===== src/rtl/mem_arb_types_pkg.sv =====
// Shared types for the memory arbiter: FSM state encoding and grant-index width.
package mem_arb_types;

  typedef enum logic {
    IDLE = 1'b0,
    BUSY = 1'b1
  } arb_state_t;

  // Index width for a given port count; never narrower than one bit.
  function automatic int idx_w(input int n);
    return (n > 2) ? $clog2(n) : 1;
  endfunction

endpackage


===== src/rtl/mem_arb_picker.sv =====
// Combinational picker: first pending port found searching upward from start_i, wrapping.
// Fixed priority is simply start_i = 0.
module mem_arb_picker
  import mem_arb_types::*;
#(
  parameter int NUM_PORTS = 2,
  parameter int IW        = idx_w(NUM_PORTS)
) (
  input  logic [NUM_PORTS-1:0] pending_i,
  input  logic [IW-1:0]        start_i,
  output logic [IW-1:0]        winner_o,
  output logic                 valid_o
);

  logic [IW:0] idx;

  // Walk offsets from farthest to nearest so the nearest pending port is written last.
  always_comb begin
    winner_o = '0;
    valid_o  = 1'b0;
    idx      = '0;
    for (int k = NUM_PORTS - 1; k >= 0; k--) begin
      idx = {1'b0, start_i} + (IW+1)'(k);
      if (idx >= (IW+1)'(NUM_PORTS)) begin
        idx = idx - (IW+1)'(NUM_PORTS);
      end
      if (pending_i[idx[IW-1:0]]) begin
        winner_o = idx[IW-1:0];
        valid_o  = 1'b1;
      end
    end
  end

endmodule


===== src/rtl/mem_arbiter.sv =====
// Serialises NUM_PORTS mp1-style masters onto one memory port, one access at a time.
// MEM_ARB_ROUND_ROBIN_EN selects round-robin; otherwise fixed priority (lowest index wins).
module mem_arbiter
  import mem_arb_types::*;
#(
  parameter int NUM_PORTS  = 2,
  parameter int ADDR_WIDTH = 32,
  parameter int DATA_WIDTH = 32,
  localparam int BE_W      = DATA_WIDTH / 8,
  localparam int IW        = idx_w(NUM_PORTS)
) (
  input  logic                                  clk,
  input  logic                                  rst,
  input  logic [NUM_PORTS-1:0]                  req_read,
  input  logic [NUM_PORTS-1:0]                  req_write,
  input  logic [NUM_PORTS-1:0][BE_W-1:0]        req_byte_enable,
  input  logic [NUM_PORTS-1:0][ADDR_WIDTH-1:0]  req_address,
  input  logic [NUM_PORTS-1:0][DATA_WIDTH-1:0]  req_wdata,
  output logic [NUM_PORTS-1:0]                  req_resp,
  output logic [NUM_PORTS-1:0][DATA_WIDTH-1:0]  req_rdata,
  output logic                                  mem_read,
  output logic                                  mem_write,
  output logic [BE_W-1:0]                       mem_byte_enable,
  output logic [ADDR_WIDTH-1:0]                 mem_address,
  output logic [DATA_WIDTH-1:0]                 mem_wdata,
  input  logic                                  mem_resp,
  input  logic [DATA_WIDTH-1:0]                 mem_rdata,
  output logic                                  arb_busy,
  output logic [IW-1:0]                         arb_grant
);

  arb_state_t          state_q, state_d;
  logic [IW-1:0]       grant_q, grant_d;
  logic [NUM_PORTS-1:0] pending;
  logic [IW-1:0]       start;
  logic [IW-1:0]       win_idx;
  logic                win_vld;

  assign pending = req_read | req_write;

`ifdef MEM_ARB_ROUND_ROBIN_EN
  logic [IW-1:0] last_q, last_d;

  // Reset value NUM_PORTS-1 makes port 0 the first preferred requester.
  assign start = (last_q == IW'(NUM_PORTS - 1)) ? '0 : last_q + 1'b1;

  always_comb begin
    last_d = last_q;
    if (state_q == IDLE && win_vld) begin
      last_d = win_idx;
    end
  end

  always_ff @(posedge clk or posedge rst) begin
    if (rst) begin
      last_q <= IW'(NUM_PORTS - 1);
    end else begin
      last_q <= last_d;
    end
  end
`else
  assign start = '0;
`endif

  mem_arb_picker #(
    .NUM_PORTS (NUM_PORTS),
    .IW        (IW)
  ) u_picker (
    .pending_i (pending),
    .start_i   (start),
    .winner_o  (win_idx),
    .valid_o   (win_vld)
  );

  always_ff @(posedge clk or posedge rst) begin
    if (rst) begin
      state_q <= IDLE;
      grant_q <= '0;
    end else begin
      state_q <= state_d;
      grant_q <= grant_d;
    end
  end

  always_comb begin
    state_d         = state_q;
    grant_d         = grant_q;
    mem_read        = 1'b0;
    mem_write       = 1'b0;
    mem_byte_enable = '0;
    mem_address     = '0;
    mem_wdata       = '0;
    req_resp        = '0;
    req_rdata       = '0;
    case (state_q)
      IDLE: begin
        if (win_vld) begin
          grant_d = win_idx;
          state_d = BUSY;
        end
      end
      BUSY: begin
        // Strobes track the granted port live, so a dropped request drops the strobe too.
        mem_write            = req_write[grant_q];
        mem_read             = req_read[grant_q] & ~req_write[grant_q];
        mem_byte_enable      = req_byte_enable[grant_q];
        mem_address          = req_address[grant_q];
        mem_wdata            = req_wdata[grant_q];
        req_rdata[grant_q]   = mem_rdata;
        if (mem_resp) begin
          req_resp[grant_q] = 1'b1;
          state_d           = IDLE;
        end
      end
      default: state_d = IDLE;
    endcase
  end

  assign arb_busy  = (state_q == BUSY);
  assign arb_grant = grant_q;

endmodule


===== config.mk =====
export PLATFORM = sky130hd
export DESIGN_NAME = mem_arbiter
export DESIGN_NICKNAME = d
export VERILOG_FILES = /design/src/rtl/mem_arb_types_pkg.sv /design/src/rtl/mem_arb_picker.sv /design/src/rtl/mem_arbiter.sv
export SDC_FILE = /design/constraint.sdc
export NUM_CORES = 1
export LEC_CHECK = 0
export ABC_AREA = 1
export BUFFER_PORTS_ARGS = -buffer_cell sky130_fd_sc_hd__buf_4
export CORE_AREA = 2 2 123 125
export CTS_CLUSTER_SIZE = 20
export DETAILED_ROUTE_END_ITERATION = 8
export DIE_AREA = 0 0 125 127
export HOLD_SLACK_MARGIN = 0.02
export PLACE_DENSITY_LB_ADDON = 0.1
export SLEW_MARGIN = 25
export SYNTH_ARGS = -nofsm -noshare
export SYNTH_HDL_FRONTEND = slang
export SYNTH_SLANG_ARGS = --single-unit
export TNS_END_PERCENT = 30

===== constraint.sdc =====
create_clock -name clk -period 1.3 [get_ports clk]
set_input_delay 0.065 -clock clk [delete_from_list [all_inputs] [get_ports clk]]
set_output_delay 0.065 -clock clk [all_outputs]
set_load 0.1 [all_outputs]

# ---- Word level (Yosys, flattened, before mapping)
# Index checks and enable logic that the tools add are counted.
dict set report word_totals {
  output_inout_bits 138
  reg_bits 2
  elab_cells 39
}
dict set report op_classes {
  bitwise 5
  order_cmp 2
  reduce_logical 2
  n_mux 28
}
# op count
set op_table {}
lappend op_table {{two-way mux 32 bit} 7}
lappend op_table {{AND 64 bit} 1}
lappend op_table {{two-way mux 64 bit} 1}
lappend op_table {{demux 32 bit (select 1 bit)} 1}
lappend op_table {{two-way mux 1 bit} 12}
lappend op_table {{two-way mux 4 bit} 3}
lappend op_table {{two-way mux 2 bit} 2}
lappend op_table {{< comparator 1 x 2 -> 1 bit, second input constant} 1}
lappend op_table {{NOT 1 bit} 2}
lappend op_table {{OR 2 bit} 1}
lappend op_table {{one-hot mux 1 bit (2 select lines)} 1}
lappend op_table {{AND reduction 2 bit} 1}
lappend op_table {{AND 1 bit} 1}
lappend op_table {{demux 1 bit (select 1 bit)} 1}
lappend op_table {{greater-or-equal comparator 1 bit, second input constant} 1}
lappend op_table {{logical AND 1 bit} 1}

# ---- Logic depth before layout (Yosys ltp)
# Gate-level depths: netlist of the first run.
dict set report logic_depth {
  ltp_word 6
  mapped_depth 5
  depth_no_buf 4
}

# ---- Cells and area by module
# From an unflattened synthesis of the first run, not the netlist that was laid out.
dict set report hier_totals {
  hier_cells 357
  hier_area_um2 1878.1
}
# mod area_each_um2 seq_area_each_um2 instances cells_per_inst
set by_module_without_submodules {}
lappend by_module_without_submodules {mem_arbiter 1859.3 50.0 1 353}
lappend by_module_without_submodules {mem_arb_picker 18.8 0.0 1 4}

# ---- Worst setup path after synthesis of the first run
# OpenSTA, ideal clock, no wires.
dict set report synth_path {
  path_kind {reg-to-output}
  start {register state_q (netlist: arb_busy)}
  end {output port mem_address[0]}
  path_buffers 2
  t_required_ns 1.235
  path_slack_ns -1.654
  path_stages_with_launch 5
  arrival_ns 2.889
  path_cell_list {dfrtp_1 > buf_4 > inv_4 > buf_2 > a21oi_1}
}
dict set report synth_between {
  elab_chain_cells 1
}
# element line_no
set synth_lines {}
lappend synth_lines {{from (decl)} mem_arbiter.sv:32} ;# arb_state_t state_q, state_d;
lappend synth_lines {{from (signal assigned)} mem_arbiter.sv:80} ;# state_q <= state_d;
lappend synth_lines {{two-way mux 32 bit} mem_arbiter.sv:95} ;# case (state_q)
lappend synth_lines {{to (decl)} mem_arbiter.sv:24} ;# output logic [ADDR_WIDTH-1:0] mem_address,
# No other way between the ends.

# ---- Final worst setup path of the first run
dict set report layout_path {
  start {register grant_q (netlist: arb_grant)}
  end {output port mem_wdata[14]}
}
dict set report layout_between {
  elab_chain_cells 3
}
# element line_no
set layout_lines {}
lappend layout_lines {{from (decl)} mem_arbiter.sv:33} ;# logic [IW-1:0] grant_q, grant_d;
lappend layout_lines {{from (signal assigned)} mem_arbiter.sv:81} ;# grant_q <= grant_d;
lappend layout_lines {{two-way mux 32 bit (implied by the code) (2 in series)} mem_arbiter.sv:108} ;# mem_wdata = req_wdata[grant_q];
lappend layout_lines {{two-way mux 32 bit} mem_arbiter.sv:95}
lappend layout_lines {{to (decl)} mem_arbiter.sv:25} ;# output logic [DATA_WIDTH-1:0] mem_wdata,
# No other way between the ends. The select of a mux whose other input is x is not followed.

==> results of run 1 <==
## layer usage
layer	up-vias	share of wire, %
met3	16	8.5
li1	1712	-
met5	-	0
met4	0	1.3
met1	1639	34
met2	199	57
## tightest hold or removal path: cells and delay by family
kind / cells / cell delay (ps)
AND/OR/NAND/NOR: 1 / 70
buffers and inverters: 1 / 100
AO/OA/AOI/OAI: 1 / 60
## registers in the layout (all words and copies together) (netlist names)
register   cells
arb_busy       1
arb_grant      1
## kinds of logic (layout without fill, tap and decap cells)
logic type	Yosys count	in the layout	share of synthesized area, %
AOI/OAI and AO/OA	72	72	22.5
buffers and inverters	66	383	24.1
DFF	2	2	3.10
and+or+nand+nor	213	213	50.3
## worst max path at each step
stage | from | to
detailed placement | arb_grant | mem_write
CTS | arb_grant | mem_write
global route | arb_grant | mem_address[6]
global placement | arb_grant | mem_write
floorplan | arb_grant | req_rdata[33]
finish | arb_grant | mem_wdata[14]
## timing repair
| item | in CTS | in global routing |
|---|---|---|
| gates cloned | 0 | 0 |
| pin swaps | 4 | 1 |
| setup buffers | 3 | 0 |
| hold buffers | 1 | 0 |
| setup endpoints to repair | 137 | 137 |
| resized for setup | 405 | 9 |
| endpoints found under the hold margin | 2 | 0 |
## cell type report
class	count	area share (%)
multi-input combinational	285	33.6
inverter	37	2.01
clock buffer	3	0.995
tap	184	3.05
sequential	2	0.762
timing repair buffer	343	59.5
## through the flow
step           utilization (%)  std cells
2_1_floorplan                -        353
3_3_place_gp              39.6        847
3_5_place_dp              39.6        847
4_1_cts                   52.1        854
5_1_grt                   52.3        854
6_report                  52.3        854
## cells in the final DEF, fill, tap and decap left out
cell type        n
a21oi_1          1
inv_6            1
buf_6            2
o21ai_2          1
nand2_1        128
inv_1           35
nor2_1           2
dfrtp_4          2
buf_4          187
nand2_8          1
buf_8            1
clkbuf_16        3
nand2_2          6
nor2_4          66
nand2_4          7
nand3_2          1
a21oi_4         70
buf_12         152
inv_8            1
dlygate4sd3_1    1
nand3_1          2
==> tab_implementation.tex, run 1 <==
\begin{tabular}{lr}
\hline
Metric & Value \\
\hline
\multicolumn{2}{l}{\textbf{Status}} \\
Run status & finished with violations \\
Failing checks & negative setup slack \\
\multicolumn{2}{l}{\textbf{Timing}} \\
\# setup viols final & 137 \\
Worst-Margin Slew & 285 ps \\
Skew final & 0.880 ps \\
RSZ-0062 raised after global routing & yes \\
Max Freq & 639 MHz \\
Setup TNS & -28,840 ps \\
Min cycle time layout & 1560 ps \\
Setup slack of the critical path after layout & -264 ps \\
Number of hold violations in the final report & 0 \\
Headroom to the max-slew limit & 81.2\% \\
Worst hold slack after final layout & 107 ps \\
Max-slew violation total from the final report & 0 \\
Period Utilization, post-route & 120\% \\
\multicolumn{2}{l}{\textbf{Critical path}} \\
Worst reg-to-reg setup slack & 80 ps \\
Max stage delay cell, worst path & dfrtp\_4 \\
Ordered list of cells on the worst path & inv\_8, buf\_12, nand2\_1, a21oi\_4, buf\_12 \\
CP Buf/Inv Count & 3 \\
Critical path class & reg2out \\
Reg2reg start & arb\_busy \\
Most Frequent Cell on Critical Path & buf\_12 \\
Worst r2r path cells & 4 \\
Max Fanout on Critical Path & 14 \\
Worst EP arrival & 1500 ps \\
Crit-path max cell delay & 510 ps \\
Category of the worst setup path launch point & register \\
Data required, critical path & 1240 ps \\
Critical Path End Type & primary output \\
Cell family with the largest share of critical-path delay & flip-flops \\
Critical register-to-register path endpoint & arb\_grant \\
Cell depth of the worst setup path & 5 \\
\multicolumn{2}{l}{\textbf{Yosys}} \\
Fraction of post-synthesis cell area in the top cell type by area & 32.5\% \\
Yosys warnings & 0 \\
Most frequently used cell type in the post-synthesis netlist & nand2\_1 \\
Most used DFF post-synth & dfrtp\_1 \\
Number of nets in the synthesized netlist & 528 \\
Post-synthesis cell area & 1620 um\^{}2 \\
Share of synthesized area occupied by flip-flops and latches & 3.10\% \\
Share of flip-flops with an asynchronous set or reset after synthesis & 100\% \\
Number of distinct standard cells referenced by the synthesized netlist & 14 \\
Number of enable-type register cells in the synthesized netlist & 0 \\
Top post-synthesis cells by area & nand2\_1 33\%, a21oi\_1 22\%, nor2\_1 16\%, buf\_6 8.4\%, inv\_1 8.1\% \\
Synth Instances & 353 \\
Per-instance average area after synthesis & 4.58 um\^{}2 \\
Flip-flop and latch count after synthesis & 2 \\
Top cells by count, synth & 140 x nand2\_1, 71 x a21oi\_1, 68 x nor2\_1 \\
Cell type with the largest total area after synthesis & nand2\_1 \\
\multicolumn{2}{l}{\textbf{Placed design}} \\
Worst setup timing slack at the placement stage & -142 ps \\
RD Place Congestion & 0.822 \\
DP HPWL & 10,300 um \\
Quantity of I/O buffers inserted on ports & 312 \\
Placed cell areas & 5720 um\^{}2 \\
\multicolumn{2}{l}{\textbf{Cells and area}} \\
Sequential cell area & 57.6 um\^{}2 \\
Final std cell area, no fill & 7550 um\^{}2 \\
Layout cells sized above 1 & 74.8\% \\
Area used by multi-input combinational logic & 2540 um\^{}2 \\
Antenna diode instance count & 0 \\
Net count, final & 847 \\
Layout Area Growth over Synthesis & 367\% \\
Number of fill cells & 1,213 \\
\multicolumn{2}{l}{\textbf{Drt}} \\
Remaining routing DRC violations & 0 \\
Antenna violation net count after detailed routing & 0 \\
First-pass DRT Iterations & 4 \\
Drt first-iter violations & 62 \\
Total Routed Length & 13,100 um \\
Total number of vias & 3,566 \\
Post-DR wirelength/cell & 15.4 um \\
Number of vias per cell after detailed routing & 4.18 \\
\multicolumn{2}{l}{\textbf{Min path}} \\
Kind of path behind the tightest hold check & in2reg \\
End of the worst hold path & arb\_busy \\
Hold path start & req\_write[1] \\
Worst Hold Path Cells & 3 \\
\multicolumn{2}{l}{\textbf{Floorplan}} \\
Area inside the core boundary & 14,400 um\^{}2 \\
Initial Util & 11.2\% \\
Height of the chip & 127 um \\
Total die area & 15,900 um\^{}2 \\
Count of boundary I/O pins & 313 \\
Die outline width & 125 um \\
Core Rows & 44 \\
\multicolumn{2}{l}{\textbf{Clocking}} \\
Clock network latency to the later pin of the worst-skew pair & 220 ps \\
H-tree depth & 1 \\
TritonCTS buffer count & 3 \\
CTS clk-pin slew, worst paths & 30 ps \\
Clock tree from TritonCTS & done \\
CTS sink count & 2 \\
Longest Clk Path Bufs & 2 \\
Root buf cell & clkbuf\_16 \\
\multicolumn{2}{l}{\textbf{Run}} \\
Number of maximum-capacitance violations & 0 \\
\multicolumn{2}{l}{\textbf{Global route}} \\
Total global-route track usage & 16.0\% \\
GR Overflow Total & 0 \\
Met1 Track Usage GR & 16.5\% \\
Global-route track usage on met2 & 32.3\% \\
Busiest layer in global routing & met2 \\
Maximum number of pins on one net before global-route repair & 19 \\
First-pass GRT wire length & 20,900 um \\
Via count of the first global-routing pass & 4,050 \\
Met3 capacity usage during global routing & 4.48\% \\
Initial antenna violation count & 0 \\
\hline
\end{tabular}
Power of run 1 is left out: the tool's default activity adds up to more than one toggle a clock period on the data nets, which glitch-free logic cannot reach.
==> run 2: changes to the inputs <==
ABC_AREA = 0   (was 1)
CORE_AREA = 2 2 121 123   (was 2 2 123 125)
DIE_AREA = 0 0 123 125   (was 0 0 125 127)
==> run 2 against run 1 <==
- the run still ends with negative setup slack left
- cell count down 15%
- highest routed layer is now met3
- area after synthesis up 11%
- utilization is 9.5 points lower
- via count down 17%
- first-iteration DRC count shrank 52%
- maximum frequency fell by 6.3%
==> tab_implementation.tex, run 2 <==
\begin{tabular}{lr}
\hline
Metric & Value \\
\hline
\multicolumn{2}{l}{\textbf{Yosys}} \\
Most used DFF post-synth & dfrtp\_1 \\
Share of synthesized area occupied by flip-flops and latches & 2.80\% \\
Fraction of post-synthesis cell area in the top cell type by area & 38.6\% \\
Share of flip-flops with an asynchronous set or reset after synthesis & 100\% \\
Post-synthesis cell area & 1790 um\^{}2 \\
Per-instance average area after synthesis & 7.33 um\^{}2 \\
Number of distinct standard cells referenced by the synthesized netlist & 21 \\
Cell type with the largest total area after synthesis & mux2i\_1 \\
Yosys warnings & 0 \\
Synth Instances & 244 \\
Top cells by count, synth & 69 x mux2i\_1, 69 x nor2b\_1, 33 x and3\_1 \\
Number of nets in the synthesized netlist & 419 \\
Flip-flop and latch count after synthesis & 2 \\
Top post-synthesis cells by area & mux2i\_1 39\%, nor2b\_1 24\%, and3\_1 12\%, and2\_1 11\%, clkbuf\_1 3.4\% \\
Number of enable-type register cells in the synthesized netlist & 0 \\
\multicolumn{2}{l}{\textbf{Global route}} \\
Initial antenna violation count & 0 \\
First-pass GRT wire length & 15,100 um \\
Via count of the first global-routing pass & 3,016 \\
GR Overflow Total & 0 \\
Total global-route track usage & 12.0\% \\
Maximum number of pins on one net before global-route repair & 56 \\
\multicolumn{2}{l}{\textbf{Cells and area}} \\
Layout cells sized above 1 & 93.0\% \\
Post-route core utilization & 42.9\% \\
Layout Area Growth over Synthesis & 240\% \\
Number of fill cells & 1,345 \\
Final std cell area, no fill & 6090 um\^{}2 \\
Antenna diode instance count & 0 \\
Net count, final & 720 \\
Commonest cells after routing, fill and taps aside & 212 x buf\_4, 69 x nor2b\_4, 50 x buf\_6, 46 x buf\_12, 42 x mux2i\_2 \\
Most common library cell in the layout ignoring fill and taps & buf\_4 \\
\multicolumn{2}{l}{\textbf{Timing}} \\
Period Utilization, post-route & 128\% \\
Max Freq & 599 MHz \\
Worst-Margin Slew & 257 ps \\
\# setup viols final & 137 \\
Setup slack of the critical path after layout & -370 ps \\
Worst hold slack after final layout & 134 ps \\
RSZ-0062 raised after global routing & yes \\
Number of hold violations in the final report & 0 \\
Max-slew violation total from the final report & 0 \\
Min cycle time layout & 1670 ps \\
Headroom to the max-slew limit & 82.4\% \\
Skew final & 1.32 ps \\
\multicolumn{2}{l}{\textbf{Power and ir drop}} \\
Peak supply drop & 0.000599 V \\
Power per unit of standard cell area & 1310 nW/um\^{}2 \\
Final total power & 7.95 mW \\
Leakage power figure & 3.17 nW \\
\multicolumn{2}{l}{\textbf{Drt}} \\
Antenna violation net count after detailed routing & 0 \\
First-pass DRT Iterations & 3 \\
Total number of vias & 2,960 \\
Post-DR wirelength/cell & 14.8 um \\
Number of vias per cell after detailed routing & 4.07 \\
Remaining routing DRC violations & 0 \\
Total Routed Length & 10,800 um \\
Drt first-iter violations & 30 \\
\multicolumn{2}{l}{\textbf{Min path}} \\
Kind of path behind the tightest hold check & in2reg \\
\multicolumn{2}{l}{\textbf{Clocking}} \\
CTS clk-pin slew, worst paths & 30 ps \\
Clock tree from TritonCTS & done \\
CTS sink count & 2 \\
Clock network latency to the later pin of the worst-skew pair & 220 ps \\
Root buf cell & clkbuf\_16 \\
H-tree depth & 1 \\
Longest Clk Path Bufs & 2 \\
TritonCTS buffer count & 3 \\
\multicolumn{2}{l}{\textbf{Status}} \\
Failing checks & negative setup slack \\
Run status & finished with violations \\
\multicolumn{2}{l}{\textbf{Floorplan}} \\
Total die area & 15,400 um\^{}2 \\
Initial Util & 12.6\% \\
Area inside the core boundary & 14,200 um\^{}2 \\
Height of the chip & 125 um \\
Count of boundary I/O pins & 313 \\
Die outline width & 123 um \\
Core Rows & 44 \\
\multicolumn{2}{l}{\textbf{Critical path}} \\
Data required, critical path & 1240 ps \\
Crit-path max cell delay & 540 ps \\
Category of the worst setup path launch point & register \\
Critical Path End Type & primary output \\
Cell family with the largest share of critical-path delay & flip-flops \\
Ordered list of cells on the worst path & clkbuf\_16, mux2i\_2, nor2b\_4, buf\_4 \\
Max stage delay cell, worst path & dfrtp\_4 \\
Critical path class & reg2out \\
Max Fanout on Critical Path & 20 \\
Worst EP arrival & 1600 ps \\
CP Buf/Inv Count & 2 \\
\multicolumn{2}{l}{\textbf{Placed design}} \\
Placed cell areas & 4990 um\^{}2 \\
Quantity of I/O buffers inserted on ports & 312 \\
RD Place Congestion & 0.737 \\
DP HPWL & 8180 um \\
Worst setup timing slack at the placement stage & -186 ps \\
\multicolumn{2}{l}{\textbf{Run}} \\
Number of maximum-capacitance violations & 0 \\
\hline
\end{tabular}
-- run 2: worst min-delay path, stage by stage --
cell     delay, ps
buf_4           90
nand2_4         50
o21a_1         100
-- run 2: per-layer routing --
metal  wire length (um)  track usage [%]  vias to the layer above
met5                  0                0                        -
met4                  0            0.602                        0
met3                918             2.65                        0
met2               6190             25.8                      155
met1               3670             11.8                     1382
li1                   -                -                     1423
-- run 2: power by group --
group          internal, mW  switching, mW  total [mW]
Clock                 0.391         0.0696       0.461
Combinational          2.50           4.88        7.38
Sequential           0.0763         0.0274       0.104
-- run 2: cells by family after synthesis --
logic type	count (synthesis)	share of synthesized area, %
mux	69	38.6
simple gates	141	49.2
compound gates	4	1.89
flops	2	2.80
buf+inv	28	7.48
-- run 2: cell type report --
| cell class | count | area, um^2 | share of cell area (%) |
|---|---|---|---|
| Clock buffer | 3 | 75.1 | 1.23 |
| Sequential cell | 2 | 57.6 | 0.945 |
| Tap cell | 184 | 230 | 3.78 |
| Inverter | 1 | 3.75 | 0.0617 |
| Multi-Input combinational cell | 214 | 2400 | 39.5 |
| Timing Repair Buffer | 323 | 3320 | 54.5 |
-- run 2: per-stage QoR --
step | std cells | setup TNS, ps
after floorplan | 244 | -62650
after detailed placement | 722 | -15480
after global placement | 722 | -13350
after global routing | 727 | -48820
final | 727 | -40700
after CTS | 726 | -41540
-- run 2: repair_timing --
action | in CTS | in global routing
hold buffers | 1 | 0
pin swaps | 2 | 1
cloned | 0 | 1
buffers inserted | 0 | 0
endpoints found under the setup margin | 138 | 137
endpoints found under the hold margin | 2 | 0
resized for setup | 153 | 95
-- run 2: worst paths after layout --
kind | endpoint | slack, ps | cells after the start | startpoint
worst max-delay path | mem_address[4] | -370 | 4 | arb_grant
max in group asynchronous | arb_grant | 880 | 3 | rst
min in group asynchronous | arb_busy | 270 | 3 | rst
worst max register to register | arb_grant | 100 | 3 | arb_busy
worst min-delay path | arb_busy | 130 | 3 | mem_resp
worst min register to register | arb_grant | 880 | 2 | arb_busy
Note: power is estimated with default switching activity, not from simulation.
